`src/rtl/vector_element_sequencer_pkg.sv`:
```
// Shared vector types for the element sequencer: widths, element-width encoding
// and sequencer states.
package vector_element_sequencer_pkg;

  localparam int unsigned VLEN      = 128;
  localparam int unsigned NUM_LANES = 2;
  localparam int unsigned EIDX_W    = 8;
  localparam int unsigned OFF_W     = 3;

  typedef enum logic [1:0] {
    SEW8  = 2'd0,
    SEW16 = 2'd1,
    SEW32 = 2'd2
  } sew_t;

  typedef enum logic [1:0] {
    IDLE = 2'd0,
    RUN  = 2'd1,
    DONE = 2'd2
  } seq_state_t;

  // Widening beyond 32 bits, or an unused SEW code, cannot be sequenced.
  function automatic logic width_illegal(sew_t s, logic vd_w, logic vs2_w);
    return ((s == SEW32) && (vd_w || vs2_w)) || (2'(s) == 2'd3);
  endfunction

endpackage

```
`src/rtl/vector_offset_calc.sv`:
```
// Register offset within an LMUL group for one operand: eidx / EPR, where EPR is
// halved for a widened operand. EPR is a power of two, so this is a right shift.
module vector_offset_calc
  import vector_element_sequencer_pkg::*;
#(
  parameter int unsigned VLEN = vector_element_sequencer_pkg::VLEN
) (
  input  logic [EIDX_W-1:0] eidx_i,
  input  sew_t              sew_i,
  input  logic              widen_i,
  output logic [OFF_W-1:0]  offset_o
);

  localparam int unsigned EPR8_LOG2 = $clog2(VLEN / 8);

  logic [2:0] shamt_c;

  assign shamt_c  = 3'(EPR8_LOG2) - 3'(sew_i) - 3'(widen_i);
  assign offset_o = OFF_W'(eidx_i >> shamt_c);

endmodule

```
`src/rtl/vector_element_sequencer.sv`:
```
// Walks the element indices of one vector instruction, NUM_LANES elements per
// cycle, reporting lane validity and per-operand register offsets.
module vector_element_sequencer #(
  parameter int unsigned VLEN      = vector_element_sequencer_pkg::VLEN,
  parameter int unsigned NUM_LANES = vector_element_sequencer_pkg::NUM_LANES
) (
  input  logic                                             CLK,
  input  logic                                             nRST,
  input  logic                                             start,
  output logic                                             ready,
  input  logic [vector_element_sequencer_pkg::EIDX_W-1:0]  vl,
  input  logic [vector_element_sequencer_pkg::EIDX_W-1:0]  vstart,
  input  vector_element_sequencer_pkg::sew_t               sew,
  input  logic                                             vd_widen,
  input  logic                                             vs2_widen,
  input  logic                                             stall,
  input  logic                                             flush,
  output logic                                             busy,
  output logic [vector_element_sequencer_pkg::EIDX_W-1:0]  eidx,
  output logic [NUM_LANES-1:0]                             lane_valid,
  output logic [vector_element_sequencer_pkg::OFF_W-1:0]   vs_offset,
  output logic [vector_element_sequencer_pkg::OFF_W-1:0]   vs2_offset,
  output logic [vector_element_sequencer_pkg::OFF_W-1:0]   vd_offset,
  output logic                                             last,
  output logic                                             done,
  output logic                                             illegal
);
  import vector_element_sequencer_pkg::*;

  localparam int unsigned CMP_W = EIDX_W + 1;

  seq_state_t        state_q, state_d;
  logic [EIDX_W-1:0] eidx_q, eidx_d;
  logic [EIDX_W-1:0] vl_q, vl_d;
  sew_t              sew_q, sew_d;
  logic              vd_widen_q, vd_widen_d;
  logic              vs2_widen_q, vs2_widen_d;
  logic              illegal_q, illegal_d;
  logic              last_c;
  logic [OFF_W-1:0]  vs_off_c, vs2_off_c, vd_off_c;

  // Extra bit keeps the end-of-vector compare exact at eidx + NUM_LANES.
  assign last_c = (CMP_W'(eidx_q) + CMP_W'(NUM_LANES)) >= CMP_W'(vl_q);

  always_ff @(posedge CLK) begin
    if (!nRST) begin
      state_q     <= IDLE;
      eidx_q      <= '0;
      vl_q        <= '0;
      sew_q       <= SEW8;
      vd_widen_q  <= 1'b0;
      vs2_widen_q <= 1'b0;
      illegal_q   <= 1'b0;
    end else begin
      state_q     <= state_d;
      eidx_q      <= eidx_d;
      vl_q        <= vl_d;
      sew_q       <= sew_d;
      vd_widen_q  <= vd_widen_d;
      vs2_widen_q <= vs2_widen_d;
      illegal_q   <= illegal_d;
    end
  end

  always_comb begin
    state_d     = state_q;
    eidx_d      = eidx_q;
    vl_d        = vl_q;
    sew_d       = sew_q;
    vd_widen_d  = vd_widen_q;
    vs2_widen_d = vs2_widen_q;
    illegal_d   = illegal_q;
    if (flush) begin
      state_d   = IDLE;
      illegal_d = 1'b0;
    end else begin
      case (state_q)
        IDLE: begin
          if (start) begin
            vl_d        = vl;
            eidx_d      = vstart;
            sew_d       = sew;
            vd_widen_d  = vd_widen;
            vs2_widen_d = vs2_widen;
            illegal_d   = width_illegal(sew, vd_widen, vs2_widen);
            if (illegal_d || (vl == '0) || (vstart >= vl)) begin
              state_d = DONE;
            end else begin
              state_d = RUN;
            end
          end
        end
        RUN: begin
          if (!stall) begin
            eidx_d = eidx_q + EIDX_W'(NUM_LANES);
            if (last_c) begin
              state_d = DONE;
            end
          end
        end
        DONE: begin
          state_d   = IDLE;
          illegal_d = 1'b0;
        end
        default: begin
          state_d = IDLE;
        end
      endcase
    end
  end

  vector_offset_calc #(.VLEN(VLEN)) u_vs_off (
    .eidx_i  (eidx_q),
    .sew_i   (sew_q),
    .widen_i (1'b0),
    .offset_o(vs_off_c)
  );

  vector_offset_calc #(.VLEN(VLEN)) u_vs2_off (
    .eidx_i  (eidx_q),
    .sew_i   (sew_q),
    .widen_i (vs2_widen_q),
    .offset_o(vs2_off_c)
  );

  vector_offset_calc #(.VLEN(VLEN)) u_vd_off (
    .eidx_i  (eidx_q),
    .sew_i   (sew_q),
    .widen_i (vd_widen_q),
    .offset_o(vd_off_c)
  );

  // Group outputs are only meaningful while running; elsewhere they read zero.
  always_comb begin
    ready      = (state_q == IDLE);
    busy       = (state_q == RUN) || (state_q == DONE);
    done       = (state_q == DONE);
    illegal    = (state_q == DONE) && illegal_q;
    eidx       = eidx_q;
    last       = 1'b0;
    lane_valid = '0;
    vs_offset  = '0;
    vs2_offset = '0;
    vd_offset  = '0;
    if (state_q == RUN) begin
      last       = last_c;
      vs_offset  = vs_off_c;
      vs2_offset = vs2_off_c;
      vd_offset  = vd_off_c;
      for (int unsigned i = 0; i < NUM_LANES; i++) begin
        lane_valid[i] = (CMP_W'(eidx_q) + CMP_W'(i)) < CMP_W'(vl_q);
      end
    end
  end

endmodule

```
`config.mk`:
```
export PLATFORM = sky130hd
export DESIGN_NAME = vector_element_sequencer
export DESIGN_NICKNAME = d
export VERILOG_FILES = /design/src/rtl/vector_element_sequencer_pkg.sv /design/src/rtl/vector_offset_calc.sv /design/src/rtl/vector_element_sequencer.sv
export SDC_FILE = /design/constraint.sdc
export NUM_CORES = 1
export LEC_CHECK = 0
export ABC_CLOCK_PERIOD_IN_PS = 3200
export CAP_MARGIN = 20
export CORE_UTILIZATION = 35
export DETAILED_ROUTE_END_ITERATION = 10
export PLACE_DENSITY_LB_ADDON = 0.1
export SYNTH_ARGS = -nofsm -noshare
export SYNTH_HDL_FRONTEND = slang
export SYNTH_SLANG_ARGS = --single-unit
```
`constraint.sdc`:
```
create_clock -name CLK -period 3.2 [get_ports CLK]
set_clock_uncertainty 0.2 [all_clocks]
set_input_delay 0.64 -clock CLK [delete_from_list [all_inputs] [get_ports CLK]]
set_output_delay 0.64 -clock CLK [all_outputs]
set_load 0.1 [all_outputs]
```
# [Word level (Yosys, flattened, before mapping)]
# Cells that the tools add are included.
[word_totals] regBits=23 inputBits=25 output_inout_bits=24 word_cells=60
[op_classes] addsub=6 n_lt_le_gt_ge=4 eq_ne=7 n_shift=3 n_mux=15 n_bitwise=2 reduce_logical=16
[ops] operator="8-bit by 3-bit >> shifter with 3-bit output" n=3
[ops] operator="8-bit two-way mux" n=2
[ops] operator="8-bit one-hot mux with 2 select lines" n=1
[ops] operator="2-bit two-way mux" n=5
[ops] operator="8-bit by 1-bit adder with 9-bit output, second input constant" n=1
[ops] operator="8-bit by 2-bit adder with 9-bit output, second input constant" n=1
[ops] operator="9-bit by 8-bit >= comparator with 1-bit output" n=1
[ops] operator="9-bit by 8-bit < comparator with 1-bit output" n=1
[ops] operator="3-bit two-way mux" n=3
[ops] operator="8-bit by 2-bit adder with 8-bit output, second input constant" n=1
[ops] operator="8-bit >= comparator" n=1
[ops] operator="8-bit logical NOT" n=1
[ops] operator="8-bit < comparator" n=1
[ops] operator="2-bit equality test, second input constant" n=3
[ops] operator="2-bit != test, second input constant" n=3
[ops] operator="3-bit AND reduction" n=2
[ops] operator="3-bit by 1-bit subtractor with 3-bit output" n=2
[ops] operator="1-bit logical OR" n=5
[ops] operator="2-bit one-hot mux with 2 select lines" n=1
[ops] operator="4-bit AND reduction" n=1
[ops] operator="2-bit nonzero test" n=2
[ops] operator="3-bit by 2-bit subtractor with 3-bit output, first input constant" n=1
[ops] operator="2-bit by 1-bit equality test with 1-bit output, second input constant" n=1
[ops] operator="1-bit logical AND" n=2
[ops] operator="other kinds (6)" n=8

# [Longest topological paths before layout]
# Gate-level depths: netlist of the first run.
[logic_depth] word_depth=8 depth_mapped=11 depth_no_buf=10

# [Modules after synthesis]
# Synthesis of the first run repeated with hierarchy kept, for this count alone.
[hier_totals] hier_cells=326 area_unflattened_um2=2705.1
[modules_own_cells] module="vector_element_sequencer" n_inst=1 cells_each=272 area_per_inst_um2=2070.7 seq_area_each_um2=460.4
[modules_own_cells] module="vector_offset_calc" n_inst=3 cells_each=18 area_per_inst_um2=211.5 seq_area_each_um2=0.0

# [Least setup slack after synthesis of the first run]
# OpenSTA, ideal clock, no wires.
[synth_path] path_kind="register to output" from="register eidx_q[1], in the netlist eidx[1]" to="output port lane_valid[1]" arrival_time_ps=3571 t_required_ps=2360 setup_slack_ps=-1211 path_stages_with_launch=11 n_path_buf=1 cell_sequence="dfxtp_1 -> ha_1 -> clkbuf_1 -> nand2_1 -> nor2_1 -> nand2_1 -> xnor2_1 -> ha_1 -> and4_1 -> nor4_1 -> o21a_1"
[synth_via] elab_chain_len=3
[synth_lines] element="start, declared" line="vector_element_sequencer.sv:33" source="logic [EIDX_W-1:0] eidx_q, eidx_d;"
[synth_lines] element="start signal, assigned" line="vector_element_sequencer.sv:56" source="eidx_q <= eidx_d;"
[synth_lines] element="8-bit by 1-bit adder with 9-bit output" line="vector_element_sequencer.sv:151" source="lane_valid[i] = (CMP_W'(eidx_q) + CMP_W'(i)) < CMP_W'(vl_q);"
[synth_lines] element="9-bit by 8-bit < comparator with 1-bit output" line="vector_element_sequencer.sv:151"
[synth_lines] element="2-bit two-way mux" line="vector_element_sequencer.sv:145" source="if (state_q == RUN) begin"
[synth_lines] element="end, declared" line="vector_element_sequencer.sv:20" source="output logic [NUM_LANES-1:0] lane_valid,"
# Every way passes these cells.

# [Worst setup path in the final report of the first run]
# Ends and elaborated chain as after synthesis.

==> results.md, run 1 <==
* Status: completed
* Clk_lat worst skew at between 0.2 and 0.3 ns
* Fillers at 731
* HP Class: reg -> reg
* Via count at 2576
* Setup ws final at 0.0120 ns
* Via density at 5.26
* Reg clk slew, reported paths at 0.09 ns
* Synth top cells by count: 41 x ha_1, 38 x nand2_1, 27 x inv_1
* Crit start category: flop
* Worst-Margin Slew at 0.562 ns
* Clock buffer depth at 2
* Ys Warns at 0
* Global-route wire length before repair at 12000 um
* Period utilization at around 100%
* Quantity of I/O buffers inserted on ports at between 40 and 50
* DRC violations left at 0
* Layout cell share with drive strength beyond 1 at 27.6%
* DIE AREA at between 8000 and 9000 um2
* Ranking of synthesized cells by area: ha_1 19%, dfxtp_1 17%, nand2_1 5.2%
* Reg area at approximately 480 um2
* R2r setup slk at 0.42 ns
* H-tree levels at 1
* Worst setup EP type: primary output
* Grt total ovfl at 0
* Main synth FF type: dfxtp_1
* Place WS at 0.109 ns
* Num CTS Buffers at 3
* Hold WS at 0.269 ns
* Die height at approximately 91 um
* XOR/XNOR Fraction of Synth Area at 5.51%
* Number of hold buffers added after CTS at 0
* Area of the multi-input gates at ~2200 um2
* Starting Density at a little under two fifths
* Pwr dens at 306 nW/um2
* Post-Synth Simple-Gate Area at 18.1%
* FF+latch count, synth at 23
* Largest family of logic cells by synthesized area: compound AO/OA/AOI/OAI gates
* Largest net degree at the start of global routing at 22
* Fmax at around 0.31 GHz
* # nets final at approximately 460
* Final Max Tran Viols at 0
* Die width at 90.6 um
* Finish-stage setup viols at 0
* Top cell type's share of synthesized area at between 10% and 20%
* RSZ-0062 raised after global routing: yes
* N_diodes at 0
* Clock Tree Root: clkbuf_8
* Area leader, netlist: ha_1
* Synth Cell Area at 2750 um2
* Worst endpoint required time at 2.36 ns
* Syn Nets at 397
* Most numerous cell in the Yosys netlist: ha_1
* Reg-to-Reg Start: eidx[1]
* Worst setup path startpoint: eidx[1]
* MaxCap Viol Count at 0
* CTS tree: built
* Endpoints failing hold at 0
* Wire per inst at 14.8 um
* Asr flop ratio synth at 0%
* Post-route insts no fill at 490
* CP arrival at 2.35 ns
* Mux cell area share after synthesis at 10.5%
* Post-DRT Antenna Nets at 0
* Syn Inst Count at around 330
* Placement-stage cell area at about 3500 um2
* HPWL Detailed at 5560 um
* VDD IR max at 0.000129 V
* Placed insts at 476
* Crit path time final at 3.19 ns
* Count of cell types in the netlist at 48
* Drt initial violations at 136
* Critical path class: reg -> out
* Hold Crit Start: vl_q[7]
* Avg Cell Area, Syn at slightly above 8 um2
* Compound-Gate Fraction of Synth Area at around 20%
* Row count at 31
* Final GP Congestion at 0.794
* Adder-Cell Fraction of Synth Area at 18.7%
* Core footprint at 7410 um2
* Vias in the first global route at approximately 2.4k
* I/O pins at 49
* Normalized max-slew margin at 62.0%
* Crit Path Max Fanout at 5
* Final instance area at around 3800 um2
* Antenna violations before repair at 0
* Post-synth EDFFs at 0
* Post-synthesis sequential area ratio at between 10% and 20%
* Leakage power at approximately 1.5 nW
* Area grow syn2layout at 36.9%
* Total track usage at 18.0%
* CTS Sinks at 23
* 1st-pass router iterations at 4
* Post-Route WL at 7250 um
* Total power at 1.15 mW
[where the power goes]
group          total, mW  internal, mW  switching (mW)  leakage (nW)
Sequential         0.321         0.305          0.0165         0.193
Clock              0.189        0.0890           0.100        0.0228
Combinational      0.640         0.267           0.373          1.28
Total               1.15         0.661           0.489          1.50
[flip-flops by register name, summed over array words and instances, names as in the netlist]
name and count:
illegal_q 1, state_q 2, sew_q 2, vs2_widen_q 1
vd_widen_q 1, eidx 8, vl_q 8
[layout by cell type (no fill, tap or decap), drive strengths merged, types with 3 or more instances in the layout]
cell type | synthesis | routed
a211oi | 7 | 7
a21boi | 14 | 14
a21oi | 23 | 23
and2 | 7 | 7
buf | 5 | 51
clkbuf | 14 | 4
clkdlybuf4s50 | 0 | 24
dfxtp | 23 | 23
ha | 41 | 41
inv | 27 | 27
mux2i | 12 | 12
mux4 | 7 | 7
nand2 | 38 | 38
nand3 | 7 | 7
nand4 | 3 | 3
nor2 | 22 | 22
nor2b | 7 | 7
nor3 | 4 | 4
nor4 | 5 | 5
o21a | 7 | 7
o21ai | 17 | 17
o22ai | 3 | 3
xnor2 | 8 | 8
xor2 | 5 | 5
[final timing paths]
kind	depth (start not counted)	end
min reg2reg	2	vl_q[7]
min	2	vl_q[7]
max reg2reg	12	state_q[0]
max	10	lane_valid[1]
[cells by family after synthesis]
| kind of cell | after synthesis |
|---|---|
| buf+inv | 46 |
| compound gates | 86 |
| flops | 23 |
| mux | 19 |
| xor+xnor | 13 |
| simple gates | 103 |
| fa+ha+maj | 41 |
[final cells by class]
| cell class | instances | area share (%) |
|---|---|---|
| clock buffer | 4 | 1.20 |
| tap | 99 | 3.30 |
| inverter | 27 | 2.83 |
| sequential | 23 | 12.7 |
| multi-input combinational | 262 | 59.1 |
| timing repair buffer | 75 | 20.9 |
[worst max-delay path: stages, from the launching register on]
cell	delay (ns)
dfxtp_4	0.39
ha_4	0.15
nand2_2	0.08
nor2_4	0.12
nand2_1	0.07
xnor2_1	0.13
ha_1	0.33
and4_1	0.20
nor4_2	0.27
o21a_4	0.18
buf_12	0.16
[layer usage]
metal | GRT usage [%] | vias up | part of all wire (%)
met1 | 26.9 | 1219 | 52
met2 | 27.7 | 54 | 45
li1 | - | 1301 | -
met3 | 1.52 | 2 | 2.7
met5 | 0 | - | 0
met4 | 4.17 | 0 | 0.50
[through the flow]
step	TNS (ns)	util (%)
2_1_floorplan	-0.241	-
3_3_place_gp	0	47.8
3_5_place_dp	0	47.8
4_1_cts	0	49.3
5_1_grt	-0.262	50.7
6_report	0	50.7
[timing repair]
item	in CTS	in global routing
pin swaps	7	8
gates resized for setup	8	20
setup endpoints to repair	6	6
setup buffers	6	4
endpoints found under the hold margin	0	0
(Power assumes the default switching activity.)
==> run 2: changes to the inputs <==
--- a/config.mk
+++ b/config.mk
@@ -10,6 +10,7 @@
 export CORE_UTILIZATION = 35
 export DETAILED_ROUTE_END_ITERATION = 10
 export PLACE_DENSITY_LB_ADDON = 0.1
+export SKIP_LAST_GASP = 1
 export SYNTH_ARGS = -nofsm -noshare
 export SYNTH_HDL_FRONTEND = slang
 export SYNTH_SLANG_ARGS = --single-unit
==> results.md, run 2 (synthesis results as in run 1) <==
* Status: completed
* Via count at between 2k and 3k
* Wire per inst at 14.8 um
* Clk_lat worst skew at 0.26 ns
* Clock buffer depth at 2
* Most frequent cells in the layout: 36 x nand2_1, 36 x ha_1, 36 x buf_4, 24 x inv_1, 24 x clkdlybuf4s50_1
* Place WS at 0.109 ns
* Layout cell share with drive strength beyond 1 at 27.6%
* Reg-to-Reg Start: eidx[1]
* Quantity of I/O buffers inserted on ports at 48
* Final Max Tran Viols at 0
* Worst-Margin Slew at 0.554 ns
* Total power at roughly 1.1 mW
* CTS tree: built
* Crit path time final at 3.18 ns
* Clock Tree Root: clkbuf_8
* Final GP Congestion at between 0.7 and 0.8
* Die height at just over 90 um
* Fmax at about 0.31 GHz
* Critical path class: reg -> out
* Crit start category: flop
* Antenna violations before repair at 0
* Worst Reg-to-Reg Cells at 12
* Pwr dens at slightly above 300 nW/um2
* Final instance area at around 3800 um2
* Starting Density at between 30% and 40%
* Number of hold buffers added after CTS at 0
* Finish-stage setup viols at 0
* Worst setup path startpoint: sew_q[0]
* Row count at 31
* Largest net degree at the start of global routing at 22
* Via density at 5.25
* Total track usage at 18.0%
* CP arrival at roughly 2.3 ns
* Num CTS Buffers at 3
* Period utilization at between 90% and 100%
* CTS Sinks at 23
* Post-DRT Antenna Nets at 0
* Reg clk slew, reported paths at 0.09 ns
* HPWL Detailed at 5560 um
* Endpoints failing hold at 0
* Cells on Worst Hold Path at 2
* I/O pins at 49
* Worst endpoint required time at 2.36 ns
* Setup ws final at around 0.022 ns
* MaxCap Viol Count at 0
* Crit Path Max Fanout at 6
* Area grow syn2layout at 36.9%
* HP Class: reg -> reg
* Grt total ovfl at 0
* DIE AREA at 8200 um2
* Hold Crit Start: vl_q[7]
* Post-Route WL at around 7300 um
* Hold WS at 0.269 ns
* VDD IR max at 0.000129 V
* DRC violations left at 0
* Vias in the first global route at 2445
* Core footprint at 7410 um2
* Drt initial violations at 145
* 1st-pass router iterations at 4
* Worst setup EP type: primary output
* RSZ-0062 raised after global routing: yes
* Placement-stage cell area at between 3000 and 4000 um2
* N_diodes at 0
* Global-route wire length before repair at 12000 um
* Normalized max-slew margin at 62.6%
* Leakage power at 1.50 nW
* Die width at 90.6 um
* H-tree levels at 1
* # nets final at 458
==> run 2: cell counts in the layout (fill, tap and decap cells not counted) <==
No cell type changed its count.
==> run 2: final timing paths <==
| check | endpoint | slack (ns) |
|---|---|---|
| hold reg to reg | vl_q[7] | 0.27 |
| setup reg to reg | state_q[0] | 0.43 |
| hold / removal | vl_q[7] | 0.27 |
| setup / recovery | vs2_offset[1] | 0.02 |
==> run 2: layer usage <==
layer / global-route usage [%] / share of wire (%) / vias up
met5: 0 / 0 / -
met4: 4.17 / 0.50 / 0
met3: 1.52 / 2.5 / 2
met2: 27.7 / 45 / 48
met1: 26.9 / 52 / 1219
li1: - / - / 1302
==> run 2: worst max-delay path, cell delays in order, from the launching register on <==
cell	delay [ns]
dfxtp_2	0.36
inv_4	0.05
ha_4	0.27
inv_4	0.05
ha_4	0.17
xnor2_4	0.17
buf_6	0.15
mux2i_1	0.07
mux4_2	0.50
nor2_4	0.12
buf_12	0.18
==> run 2: layout make-up <==
type / count / area, um2
fillers: 731 / 3650
inverters: 27 / 106
clock buffers: 4 / 45.0
repair buffers: 75 / 785
multi-input cells: 262 / 2220
flip-flops and latches: 23 / 479
well taps: 99 / 124
==> run 2: where the power goes <==
group          switching [mW]  internal [mW]  leakage, nW
Clock                  0.0999         0.0890       0.0228
Sequential             0.0166          0.305        0.193
Combinational           0.373          0.267         1.28
Total                   0.489          0.661         1.50
==> run 2: what timing repair did <==
item                                    in CTS  in global routing
resized for setup                            8                 20
hold endpoints to repair                     0                  0
endpoints found under the setup margin       6                  6
setup buffers                                6                  4
pin swaps                                    6                  8
==> run 2: stage by stage <==
stage               cells  TNS [ns]  util, %
detailed placement    476         0     47.8
global route          490    -0.262     50.7
floorplan             331    -0.241        -
CTS                   486  -0.00259     49.3
finish                490         0     50.7
global placement      476         0     47.8
==> run 3: changes to the inputs <==
--- a/config.mk
+++ b/config.mk
@@ -9,7 +9,7 @@
 export CAP_MARGIN = 20
 export CORE_UTILIZATION = 35
 export DETAILED_ROUTE_END_ITERATION = 10
-export PLACE_DENSITY_LB_ADDON = 0.1
+export PLACE_DENSITY = 0.61
 export SKIP_LAST_GASP = 1
 export SYNTH_ARGS = -nofsm -noshare
 export SYNTH_HDL_FRONTEND = slang
==> results.md, run 3 (synthesis results as in run 1) <==
* Die width at between 90 and 100 um
* Row count at 31
* Layout cell share with drive strength beyond 1 at 26.2%
* Normalized max-slew margin at approximately 62%
* Crit start category: flop
* Worst endpoint required time at between 2 and 2.5 ns
* Grt total ovfl at 0
* Area grow syn2layout at 36.2%
* Final GP Congestion at between 0.8 and 0.9
* CP arrival at roughly 2.3 ns
* I/O pins at 49
* N_diodes at 0
* Clock buffer depth at 2
* Num CTS Buffers at 3
* VDD IR max at 0.000149 V
* Pwr dens at 300 nW/um2
* Final Core Density at 50.5%
* HPWL Detailed at 5460 um
* Fillers at roughly 700
* Reg clk slew, reported paths at around 0.080 ns
* DIE AREA at 8200 um2
* Placed insts at 476
* Worst Reg-to-Reg Cells at 10
* Commonest non-fill, non-tap cell in the layout: nand2_1
* CTS tree: built
* DRC violations left at 0
* Endpoints failing hold at 0
* Worst setup EP type: primary output
* Worst-Margin Slew at 0.560 ns
* Post-route insts no fill at 489
* RSZ-0062 raised after global routing: yes
* Status: completed
* Via count at 2542
* Starting Density at 37.1%
* CTS Sinks at 23
* Number of hold buffers added after CTS at 0
* MaxCap Viol Count at 0
* Total power at 1.12 mW
* Crit Path Max Fanout at 7
* Finish-stage setup viols at 0
* Clk_lat worst skew at 0.27 ns
* Largest net degree at the start of global routing at 22
* Antenna violations before repair at 0
* Global-route wire length before repair at between 10000 and 15000 um
* Final Max Tran Viols at 0
* Reg area at 484 um2
* Clock Tree Root: clkbuf_8
* Post-Route WL at 7020 um
* Quantity of I/O buffers inserted on ports at 48
* # nets final at 457
* Most frequent cells in the layout: 38 x nand2_1, 36 x ha_1, 35 x buf_4, 24 x inv_1, 24 x clkdlybuf4s50_1
* Critical path class: reg -> out
* Core footprint at 7410 um2
* Total track usage at 17.2%
* Hold WS at 0.270 ns
* 1st-pass router iterations at 4
* Post-DRT Antenna Nets at 0
* Via density at 5.20
* Die height at 90.6 um
* Leakage power at between 1 and 1.5 nW
* Period utilization at 99.5%
* Area of the multi-input gates at 2200 um2
* Vias in the first global route at 2328
* H-tree levels at 1
* Final TNS setup at 0 ns
* Fmax at 0.314 GHz
* Wire per inst at ~14 um
* Crit path time final at 3.18 ns
* Cells on Worst Hold Path at 2
* Drt initial violations at 96
* HP Class: reg -> reg
-- run 3: path summary, 6_finish.rpt --
| path | start | endpoint | slack (ns) |
|---|---|---|---|
| worst max-delay path | sew_q[0] | vs2_offset[1] | 0.02 |
| worst min-delay path | vl_q[3] | vl_q[3] | 0.27 |
| worst max register to register | eidx[1] | state_q[0] | 0.68 |
| worst min register to register | vl_q[3] | vl_q[3] | 0.27 |
-- run 3: through the flow --
stage	worst slack (ns)	area, um2
after floorplan	-0.220	2910
after global placement	0.145	3540
after detailed placement	0.110	3540
after CTS	-0.0289	3650
after global routing	-0.0363	3740
final	0.0169	3740
-- run 3: worst max-delay path, cell delays in order, from the launching register on --
cell and delay (ns):
dfxtp_2 0.36, inv_4 0.05, ha_4 0.28, inv_6 0.05, ha_4 0.16, xnor2_4 0.12
buf_6 0.14, mux2i_1 0.11, mux4_2 0.50, nor2_4 0.12, buf_12 0.18
-- run 3: timing repair --
action                                  CTS  global route
gates cloned                              0             0
endpoints found under the setup margin    6             6
resized for setup                         9            15
pin swaps                                 4            11
buffers inserted                          4             5
-- run 3: report_power, final --
part	leakage, nW	internal (mW)	switching, mW	total (mW)
logic	1.28	0.252	0.363	0.616
registers	0.193	0.304	0.0171	0.321
clock network	0.0255	0.0871	0.0980	0.185
-- run 3: per-layer routing --
layer | up-vias | routed length, um | track usage (%) | part of all wire [%]
met5 | - | 0 | 0 | 0
met4 | 0 | 85 | 4.44 | 1.2
met3 | 8 | 205 | 1.35 | 2.9
met2 | 50 | 3270 | 27.8 | 47
met1 | 1189 | 3460 | 24.5 | 49
li1 | 1295 | - | - | -
-- run 3: area by class of cell --
| class | instances | share of cell area [%] |
|---|---|---|
| inverters | 27 | 2.91 |
| clock inverters | 1 | 0.134 |
| flip-flops and latches | 23 | 12.9 |
| clock buffers | 3 | 1.10 |
| multi-input cells | 262 | 58.8 |
| repair buffers | 74 | 20.8 |
| well taps | 99 | 3.31 |
